[src/rtl/serial_pkg.sv]
// Shared definitions for the serial frame transmitter: state encoding and
// frame constants.
package serial_pkg;

  typedef enum logic [2:0] {
    IDLE   = 3'd0,
    START  = 3'd1,
    DATA   = 3'd2,
    PARITY = 3'd3,
    STOP   = 3'd4
  } state_t;

  localparam int   DATA_BITS = 8;
  localparam logic LINE_IDLE = 1'b1;

endpackage

[src/rtl/bit_timer.sv]
// Bit-period counter: counts DIV enabled cycles per serial bit and flags the
// last cycle of each period with bit_end.
module bit_timer #(
  parameter int DIV = 16
) (
  input  logic clk,
  input  logic reset_n,
  input  logic en,
  input  logic clear,
  input  logic run,
  output logic bit_end
);

  localparam int CNT_W = (DIV > 1) ? $clog2(DIV) : 1;

  logic [CNT_W-1:0] cnt;

  assign bit_end = (cnt == CNT_W'(DIV - 1));

  // The wrap at bit_end keeps every period exactly DIV enabled cycles long.
  always_ff @(posedge clk or negedge reset_n) begin
    if (!reset_n) begin
      cnt <= '0;
    end else if (clear) begin
      cnt <= '0;
    end else if (en && run) begin
      cnt <= bit_end ? '0 : cnt + CNT_W'(1);
    end
  end

endmodule

[src/rtl/serial_frame_tx.sv]
// Byte serialiser: start bit, 8 data bits (LSB- or MSB-first), optional even
// parity bit (define PARITY_EN), stop bit; one bit per DIV enabled clocks.
module serial_frame_tx
  import serial_pkg::*;
#(
  parameter int DIV = 16
) (
  input  logic       clk,
  input  logic       reset_n,
  input  logic       en,
  input  logic [7:0] tx_data,
  input  logic       tx_valid,
  output logic       tx_ready,
  input  logic       lsb_first,
  output logic       tx_out,
  output logic       busy,
  output logic       done
);

  state_t      state, state_next;
  logic [7:0]  shift_reg, shift_next;
  logic [2:0]  bit_cnt, bit_cnt_next;
  logic        lsb_sel, lsb_sel_next;
  logic        tx_out_next;
  logic        busy_next;
  logic        done_next;
  logic        accept;
  logic        bit_end;
  logic        cur_bit;
  logic [7:0]  shifted;
`ifdef PARITY_EN
  logic        parity, parity_next;
`endif

  assign tx_ready = (state == IDLE) && en;
  assign accept   = tx_valid && tx_ready;

  // Next data bit and the register after it has been consumed, zero fill.
  assign cur_bit = lsb_sel ? shift_reg[0] : shift_reg[7];
  assign shifted = lsb_sel ? {1'b0, shift_reg[7:1]} : {shift_reg[6:0], 1'b0};

  bit_timer #(
    .DIV(DIV)
  ) u_timer (
    .clk     (clk),
    .reset_n (reset_n),
    .en      (en),
    .clear   (accept),
    .run     (state != IDLE),
    .bit_end (bit_end)
  );

  always_ff @(posedge clk or negedge reset_n) begin
    if (!reset_n) begin
      state     <= IDLE;
      shift_reg <= '0;
      bit_cnt   <= '0;
      lsb_sel   <= 1'b0;
      tx_out    <= LINE_IDLE;
      busy      <= 1'b0;
      done      <= 1'b0;
`ifdef PARITY_EN
      parity    <= 1'b0;
`endif
    end else begin
      state     <= state_next;
      shift_reg <= shift_next;
      bit_cnt   <= bit_cnt_next;
      lsb_sel   <= lsb_sel_next;
      tx_out    <= tx_out_next;
      busy      <= busy_next;
      done      <= done_next;
`ifdef PARITY_EN
      parity    <= parity_next;
`endif
    end
  end

  // With en low everything holds except done, which is only ever a one-cycle pulse.
  always_comb begin
    state_next   = state;
    shift_next   = shift_reg;
    bit_cnt_next = bit_cnt;
    lsb_sel_next = lsb_sel;
    tx_out_next  = tx_out;
    done_next    = 1'b0;
`ifdef PARITY_EN
    parity_next  = parity;
`endif
    if (en) begin
      case (state)
        IDLE: begin
          if (tx_valid) begin
            state_next   = START;
            shift_next   = tx_data;
            lsb_sel_next = lsb_first;
            bit_cnt_next = '0;
            tx_out_next  = 1'b0;
`ifdef PARITY_EN
            parity_next  = ^tx_data;
`endif
          end
        end
        START: begin
          if (bit_end) begin
            state_next   = DATA;
            tx_out_next  = cur_bit;
            shift_next   = shifted;
            bit_cnt_next = '0;
          end
        end
        DATA: begin
          if (bit_end) begin
            if (bit_cnt == 3'(DATA_BITS - 1)) begin
`ifdef PARITY_EN
              state_next  = PARITY;
              tx_out_next = parity;
`else
              state_next  = STOP;
              tx_out_next = LINE_IDLE;
`endif
            end else begin
              tx_out_next  = cur_bit;
              shift_next   = shifted;
              bit_cnt_next = bit_cnt + 3'd1;
            end
          end
        end
`ifdef PARITY_EN
        PARITY: begin
          if (bit_end) begin
            state_next  = STOP;
            tx_out_next = LINE_IDLE;
          end
        end
`endif
        STOP: begin
          if (bit_end) begin
            state_next  = IDLE;
            tx_out_next = LINE_IDLE;
            done_next   = 1'b1;
          end
        end
        default: begin
          state_next  = IDLE;
          tx_out_next = LINE_IDLE;
        end
      endcase
    end
    busy_next = (state_next != IDLE);
  end

endmodule

[config.mk]
export PLATFORM = sky130hd
export DESIGN_NAME = serial_frame_tx
export DESIGN_NICKNAME = d
export VERILOG_FILES = /design/src/rtl/serial_pkg.sv /design/src/rtl/bit_timer.sv /design/src/rtl/serial_frame_tx.sv
export SDC_FILE = /design/constraint.sdc
export NUM_CORES = 1
export LEC_CHECK = 0
export CAP_MARGIN = 20
export CORE_MARGIN = 5
export CORE_UTILIZATION = 56
export DETAILED_ROUTE_END_ITERATION = 8
export PLACE_DENSITY = 0.81
export SETUP_SLACK_MARGIN = 0.5
export SYNTH_ARGS = -nofsm -noshare
export SYNTH_HDL_FRONTEND = slang
export SYNTH_SLANG_ARGS = --single-unit
[constraint.sdc]
create_clock -name clk -period 3.1 [get_ports clk]
set_clock_uncertainty 0.15 [all_clocks]
set_input_delay 0.62 -clock clk [delete_from_list [all_inputs] [get_ports clk]]
set_output_delay 0.62 -clock clk [all_outputs]
set_load 0.01 [all_outputs]
==> impl_metrics.yaml, run 1 <==
drt:
  drt_wl_total_mm: 2.65
  drc: 0
  vias_per_cell: 6.15
  drt_iter0_markers: 31
  vias: 960
  wire_per_inst_um: 17.0
  antenna_left: 0
  drt_first_pass_iters: 4
synth:
  ys_types: 37
  yosys_warnings: 0
  synth_area_leaders: "dfrtp_1 (40%), mux2_2 (14%), mux2_4 (11%), ha_1 (2.9%), dfstp_2 (2.0%)"
  synth.cell_area_um2: 1320
  synth_commonest_cells: "dfrtp_1 (21), mux2_2 (16), mux2_4 (10)"
  synth_top_area_share: 0.400
  syn_inst: 112
  async_flop_share: 1.00
  yosysMostFrequentCell: "dfrtp_1"
  syn_nets: 128
  synthFlopType: "dfrtp_1"
  synth-edff-count: 0
  yosysSeqAreaShare: 0.420
  synth-seq-cells: 22
  avgSynthCellArea_um2: 11.7
  yosysTopAreaCell: "dfrtp_1"
floorplanning:
  start_util: 0.589
  rows: 17
  die_w_um: 58.5
  die-height_um: 58.5
  design.core.area_um2: 2230
  die_area_um2: 3420
  num_io_pins: 17
grt:
  grt_overflow: 0
  grt_pass1_wl_mm: 4.37
  antenna_found_initial: 0
  grt_pass1_vias: 966
  grt_max_degree: 23
  grt.total_usage: 0.167
power_and_ir_drop:
  peakVddDrop_v: 0.000411
  p_leak_nw: 0.691
  p_per_area_nw_per_um2: 808
sta:
  finalSetupViolCount: 0
  worst_pin_slew_ns: 0.508
  slew_violations: 0
  finalCritPeriodShare: 0.780
  clock.fmax_mhz: 414
  hold_viol_final: 0
  rsz0062_at_grt: "no"
  fin_crit_ns: 2.42
  slew_headroom: 0.661
  fin_tns_setup_ns: 0
setup_path:
  cpPeakStageDelay_ns: 0.49
  crit_buf_inv: 2
  crit_chain: "clkdlybuf4s50_1, nand2b_1, nor3_1, dlygate4sd2_1"
  path_class: "input port to output port"
  path_depth: 4
  critPathLaunch: "en"
  reg2reg_slack_ns: 0.78
  required_ns: 2.33
  cp_slowest_cell: "clkdlybuf4s50_1"
  endpoint: "tx_ready"
  crit_path_end_kind: "output port"
  r2r-start: "bit_cnt[0]$_DFFE_PN0P_"
  path_delay_family: "buffers and inverters"
  r2r_end: "bit_cnt[0]$_DFFE_PN0P_"
  reg2regPathDepth: 5
  path_max_fanout: 3
  critical_path_arrival_ns: 1.65
  crit_path_start_kind: "input port"
finish:
  layout-drive-gt1-share: 0.297
  largest_reg_flops: 8
  syn2layout_area_growth_pct: 15.4
  fill_cells: 190
  n_antenna_cell: 0
  final_util: 0.680
  nets: 145
clock_tree:
  cts_tree: "done"
  clock-sinks: 22
  cts_buffer_depth: 2
  cts_root_buf: "clkbuf_4"
  worstSkewPairLatency_ns: 0.30
  cts-htree-levels: 1
  cts_hold_buf: 0
  cts_buffers: 3
  clk_pin_slew_ns: 0.12
status:
  status: "complete, no violations"
flow_run:
  cap_violations: 0
place:
  gp_congestion: 0.861
  hpwlAfterDp_mm: 1.86
  port_buffers: 16
worst_hold_path:
  hp-class: "register to register"
## power breakdown
part           internal, mW  switching, mW
clock                0.0717         0.0878
sequential            0.391          0.123
combinational         0.349          0.204
total                 0.812          0.415
## worst register-to-register path, stage by stage (launching register included)
cell	delay (ns)
dfrtp_1	0.42
ha_1	0.21
ha_1	0.23
or4_4	0.55
nand3_2	0.31
mux2_1	0.36
## worst min-delay path by stage
stage	start	to	slack [ns]	cells past startpoint
floorplan	reset_n	bit_cnt[0]$_DFFE_PN0P_	0.17	0
global placement	bit_cnt[2]$_DFFE_PN0P_	bit_cnt[2]$_DFFE_PN0P_	0.35	1
detailed placement	bit_cnt[2]$_DFFE_PN0P_	bit_cnt[2]$_DFFE_PN0P_	0.36	1
CTS	u_timer.cnt[0]$_DFFE_PN0P_	u_timer.cnt[0]$_DFFE_PN0P_	0.39	1
global route	bit_cnt[2]$_DFFE_PN0P_	bit_cnt[2]$_DFFE_PN0P_	0.42	1
finish	bit_cnt[2]$_DFFE_PN0P_	bit_cnt[2]$_DFFE_PN0P_	0.39	1
## layout by cell type (no fill, tap or decap), types with 3 or more instances in the layout
cell type and n:
and3_1 3, clkbuf_4 3, clkdlybuf4s50_1 15, dfrtp_1 21, ha_1 3, inv_1 3
mux2_2 16, mux2_4 10, nand2_1 5, nand2b_1 3, nand3_1 5, nor3_1 4
o21ai_0 4, or3_1 3
## timing repair
item                       in CTS  in global routing
buffers inserted                0                  0
setup endpoints to repair       1                  0
hold endpoints to repair        0                  0
gates resized for setup         1                  0
## cell families after synthesis
kind of cell	count (synthesis)	synth area share
DFF	22	0.420
buffers and inverters	9	0.0409
muxes	28	0.267
and+or+nand+nor	34	0.158
AOI/OAI and AO/OA	16	0.0856
adders and majority gates	3	0.0285
## routing by layer
metal	GRT usage	wire length [um]
met1	0.208	1110
met2	0.282	1340
met3	0.0263	154
met4	0.0728	39
met5	0	0
## metrics by stage
step / worst slack, ns / instances / total power, mW / hold slack (ns) / instance area (um2)
floorplan: 0.984 / 112 / 0.942 / 0.174 / 1320
global placement: 0.413 / 152 / 1.03 / 0.351 / 1480
detailed placement: 0.397 / 152 / 1.06 / 0.363 / 1480
CTS: 0.667 / 156 / 1.23 / 0.394 / 1520
global route: 0.601 / 156 / 1.30 / 0.415 / 1520
finish: 0.682 / 156 / 1.23 / 0.391 / 1520
## cell type report
type | instances | area [um2] | area share
Inverter | 3 | 11.3 | 0.00742
Sequential cell | 22 | 552 | 0.364
Timing Repair Buffer | 18 | 174 | 0.115
Clock buffer | 4 | 36.3 | 0.0239
Multi-Input combinational cell | 81 | 709 | 0.467
Tap cell | 28 | 35.0 | 0.0231
(Power assumes the default switching activity.)
==> inputs of run 2 (changes only) <==
Settings changed: CORE_UTILIZATION 56 to 49, PLACE_DENSITY 0.81 to 0.75.
Clock period 3.1 ns to 2 ns, I/O delays scaled along.
==> impl_metrics.yaml, run 2 (same netlist as run 1, synthesis figures left out) <==
power_and_ir_drop:
  pwr-share-clk: 0.152
  seqPwrFrac: 0.333
  p_per_area_nw_per_um2: 1220
  swShare: 0.341
  pwr-share-comb: 0.514
  p_int_mw: 1.56
  peakVddDrop_v: 0.000839
  total_power_mw: 2.37
  p_leak_nw: 0.881
  power.switching_mw: 0.807
sta:
  hold_ws_ns: 0.257
  slew_headroom: 0.730
  clock.fmax_mhz: 484
  rsz0062_at_grt: "yes"
  hold_viol_final: 0
  fin_tns_setup_ns: -0.681
  fin_crit_ns: 2.06
  finalSetupViolCount: 13
  timing.final.ws_setup_ns: -0.0646
  finalCritPeriodShare: 1.03
  worst_pin_slew_ns: 0.405
  slew_violations: 0
grt:
  grtUsageMet2: 0.299
  grt_use_met1: 0.250
  grt_pass1_wl_mm: 5.24
  antenna_found_initial: 0
  busiest_layer: "met2"
  grt_overflow: 0
  grt_pass1_vias: 1096
  grt_max_degree: 23
  grt.total_usage: 0.187
  use_met3: 0.0455
status:
  status: "finished, violations left"
  violations: "negative setup slack"
finish:
  final_area_um2: 1940
  mostFrequentLayoutCell: "buf_4"
  fill_cells: 157
  mostFrequentLayoutCells: "buf_4 (21), dfrtp_1 (20), mux2_2 (14)"
  syn2layout_area_growth_pct: 47.7
  final_util: 0.770
  final_cells: 187
  n_antenna_cell: 0
  layout-drive-gt1-share: 0.554
  largest_reg_flops: 8
  nets: 174
setup_path:
  path_class: "register to register"
  required_ns: 2.08
  reg2regPathDepth: 5
  crit_path_start_kind: "register"
  r2r_end: "bit_cnt[2]$_DFFE_PN0P_"
  reg2reg_slack_ns: -0.06
  r2r-start: "bit_cnt[0]$_DFFE_PN0P_"
  critical_path_arrival_ns: 2.14
  path_max_fanout: 6
  crit_path_end_kind: "register"
drt:
  vias: 1140
  antenna_left: 0
  drt_iter0_markers: 49
  wire_per_inst_um: 19.3
  drt_first_pass_iters: 4
  drt_wl_total_mm: 3.60
  drc: 0
  vias_per_cell: 6.10
clock_tree:
  clk_pin_slew_ns: 0.14
  cts_buffer_depth: 2
  cts-htree-levels: 1
  cts_buffers: 3
  clock-sinks: 22
  cts_hold_buf: 0
  worstSkewPairLatency_ns: 0.32
  cts_root_buf: "clkbuf_4"
  cts_tree: "done"
place:
  place_ws_ns: -0.356
  port_buffers: 16
  dpl_cell_area_um2: 1630
  dp_cells: 168
  gp_congestion: 0.773
  hpwlAfterDp_mm: 2.04
floorplanning:
  rows: 18
  num_io_pins: 17
  die-height_um: 61.8
  die_w_um: 61.8
  die_area_um2: 3820
  start_util: 0.521
  design.core.area_um2: 2520
worst_hold_path:
  hp-class: "input port to asynchronous set/reset pin"
flow_run:
  cap_violations: 0
==> run 2: cell count changes in the layout (fill, tap and decap cells not counted), moves of 3 or more <==
cell	change
nand3_4	+4
clkdlybuf4s50_1	-4
buf_6	+9
mux2_4	+3
ha_1	-3
buf_4	+19
==> run 2: critical path, stage by stage, from the launching register on <==
cell and delay [ns]:
dfrtp_1 0.43, ha_2 0.21, ha_4 0.16, or4_4 0.53, nand3_4 0.16, mux2_4 0.32
==> run 2: worst max-delay path by stage <==
stage	slack, ns	end	start
2_1_floorplan	-0.003	bit_cnt[1]$_DFFE_PN0P_	u_timer.cnt[0]$_DFFE_PN0P_
3_3_place_gp	-0.34	bit_cnt[0]$_DFFE_PN0P_	en
3_5_place_dp	-0.36	bit_cnt[0]$_DFFE_PN0P_	en
4_1_cts	-0.03	shift_reg[4]$_DFFE_PN0P_	bit_cnt[1]$_DFFE_PN0P_
5_1_grt	-0.11	busy$_DFF_PN0_	bit_cnt[0]$_DFFE_PN0P_
6_report	-0.06	bit_cnt[2]$_DFFE_PN0P_	bit_cnt[0]$_DFFE_PN0P_
==> run 2: what timing repair did <==
item	4_1_cts	5_1_grt
cloned	1	0
buffers inserted	6	8
resized for setup	37	10
endpoints found under the setup margin	24	25
pin swaps	12	9
==> run 2: cell type report <==
type | count | area (um2) | area share
inverter | 3 | 11.3 | 0.00580
clock buffer | 3 | 22.5 | 0.0116
sequential | 22 | 553 | 0.285
tap | 30 | 37.5 | 0.0193
timing repair buffer | 46 | 408 | 0.210
multi-input combinational | 82 | 880 | 0.453
clock inverter | 1 | 30.0 | 0.0155
==> run 2: power by group through the flow <==
stage          Clock [mW]  Sequential, mW  Combinational, mW
3_3_place_gp            0           0.761              0.968
5_1_grt             0.378           0.810               1.31
3_5_place_dp            0           0.771               1.01
6_report            0.360           0.789               1.22
4_1_cts             0.356           0.774               1.11
2_1_floorplan           0           0.711              0.787
==> run 2: per-layer routing <==
layer | share of wire | up-vias
li1 | - | 510
met1 | 0.42 | 573
met2 | 0.49 | 49
met3 | 0.061 | 8
met4 | 0.022 | 0
met5 | 0 | -
==> inputs of run 3 (changes only) <==
Settings changed: CORE_UTILIZATION 49 to 56, PLACE_DENSITY 0.75 to 0.81.
Clock period 2 ns to 2.4 ns, I/O delays scaled along.
==> impl_metrics.yaml, run 3 (same netlist as run 1, synthesis figures left out) <==
drt:
  antenna_left: 0
  vias: 991
  drc: 0
  drt_first_pass_iters: 4
  vias_per_cell: 5.97
  drt_wl_total_mm: 2.92
  wire_per_inst_um: 17.6
  drt_iter0_markers: 11
floorplanning:
  die-height_um: 58.5
  rows: 17
  design.core.area_um2: 2230
  die_w_um: 58.5
  num_io_pins: 17
  die_area_um2: 3420
  start_util: 0.589
place:
  dpl_cell_area_um2: 1520
  gp_congestion: 0.794
  port_buffers: 16
  hpwlAfterDp_mm: 1.85
grt:
  antenna_found_initial: 0
  grt.total_usage: 0.184
  grt_pass1_wl_mm: 4.81
  grt_max_degree: 23
  grt_overflow: 0
  grt_pass1_vias: 1037
sta:
  finalCritPeriodShare: 0.856
  hold_viol_final: 0
  rsz0062_at_grt: "yes"
  fin_crit_ns: 2.05
  worst_pin_slew_ns: 0.396
  finalSetupViolCount: 0
  clock.fmax_mhz: 487
  slew_violations: 0
  slew_headroom: 0.736
setup_path:
  path_max_fanout: 6
  reg2reg_slack_ns: 0.35
  critPathLaunch: "bit_cnt[0]$_DFFE_PN0P_"
  r2r-start: "bit_cnt[0]$_DFFE_PN0P_"
  crit_path_start_kind: "register"
  endpoint: "shift_reg[4]$_DFFE_PN0P_"
  required_ns: 2.47
  critical_path_arrival_ns: 2.12
  r2r_end: "shift_reg[4]$_DFFE_PN0P_"
  reg2regPathDepth: 5
  crit_path_end_kind: "register"
  path_class: "register to register"
finish:
  layout-drive-gt1-share: 0.413
  final_util: 0.755
  final-seq-area_um2: 553
  final_area_um2: 1690
  mostFrequentLayoutCell: "dfrtp_1"
  multi_input_area_um2: 795
  nets: 155
  syn2layout_area_growth_pct: 28.3
  mostFrequentLayoutCells: "dfrtp_1 (20), mux2_2 (16), clkdlybuf4s50_1 (14)"
  largest_reg_flops: 8
  fill_cells: 162
  n_antenna_cell: 0
power_and_ir_drop:
  total_power_mw: 1.76
  peakVddDrop_v: 0.000659
  p_per_area_nw_per_um2: 1040
  p_leak_nw: 0.756
status:
  status: "complete, no violations"
flow_run:
  cap_violations: 0
clock_tree:
  worstSkewPairLatency_ns: 0.32
  cts_buffer_depth: 2
  cts-htree-levels: 1
  cts_tree: "done"
  clock-sinks: 22
  cts_root_buf: "clkbuf_4"
  cts_buffers: 3
  clk_pin_slew_ns: 0.14
worst_hold_path:
  hp-class: "input port to asynchronous set/reset pin"
## run 3: stage by stage
stage / worst slack [ns] / cells / TNS, ns / hold slack (ns)
2_1_floorplan: 0.397 / 112 / 0 / 0.0344
3_3_place_gp: -0.0150 / 154 / -0.0150 / 0.360
3_5_place_dp: -0.0465 / 154 / -0.289 / 0.361
4_1_cts: 0.342 / 163 / 0 / 0.348
5_1_grt: 0.304 / 166 / 0 / 0.359
6_report: 0.347 / 166 / 0 / 0.337
## run 3: worst min path at each step
stage,startpoint,end,slack [ns],cells after the start
2_1_floorplan,reset_n,bit_cnt[0]$_DFFE_PN0P_,0.03,0
3_3_place_gp,bit_cnt[0]$_DFFE_PN0P_,bit_cnt[0]$_DFFE_PN0P_,0.36,1
3_5_place_dp,bit_cnt[1]$_DFFE_PN0P_,bit_cnt[1]$_DFFE_PN0P_,0.36,1
4_1_cts,reset_n,done$_DFF_PN0_,0.35,2
5_1_grt,reset_n,done$_DFF_PN0_,0.36,2
6_report,reset_n,done$_DFF_PN0_,0.34,2
## run 3: worst max-delay path: stages, from the launching register on
cell	delay, ns
dfrtp_1	0.41
ha_2	0.20
ha_4	0.15
or4_4	0.55
nand3_4	0.18
mux2_4	0.32
## run 3: cell type report
class	count	area share
clock buffer	3	0.0134
clock inverter	1	0.0178
multi-input combinational	82	0.471
inverter	3	0.00668
timing repair buffer	27	0.142
sequential	22	0.328
tap	28	0.0208
## run 3: repair_timing
item | CTS | global route
setup buffers | 4 | 3
endpoints found under the setup margin | 13 | 14
pin swaps | 2 | 2
resized for setup | 9 | 6
hold buffers | 0 | 0
cloned | 1 | 0
## run 3: report_power, final
part | internal, mW | switching [mW] | total, mW
clock | 0.169 | 0.125 | 0.294
sequential | 0.506 | 0.154 | 0.660
combinational | 0.500 | 0.306 | 0.806
## run 3: routing by layer
| layer | vias up | global-route usage | wire length, um |
|---|---|---|---|
| met5 | - | 0 | 0 |
| met2 | 16 | 0.325 | 1510 |
| met3 | 6 | 0.0395 | 104 |
| met1 | 490 | 0.222 | 1260 |
| li1 | 479 | - | - |
| met4 | 0 | 0.0563 | 40 |
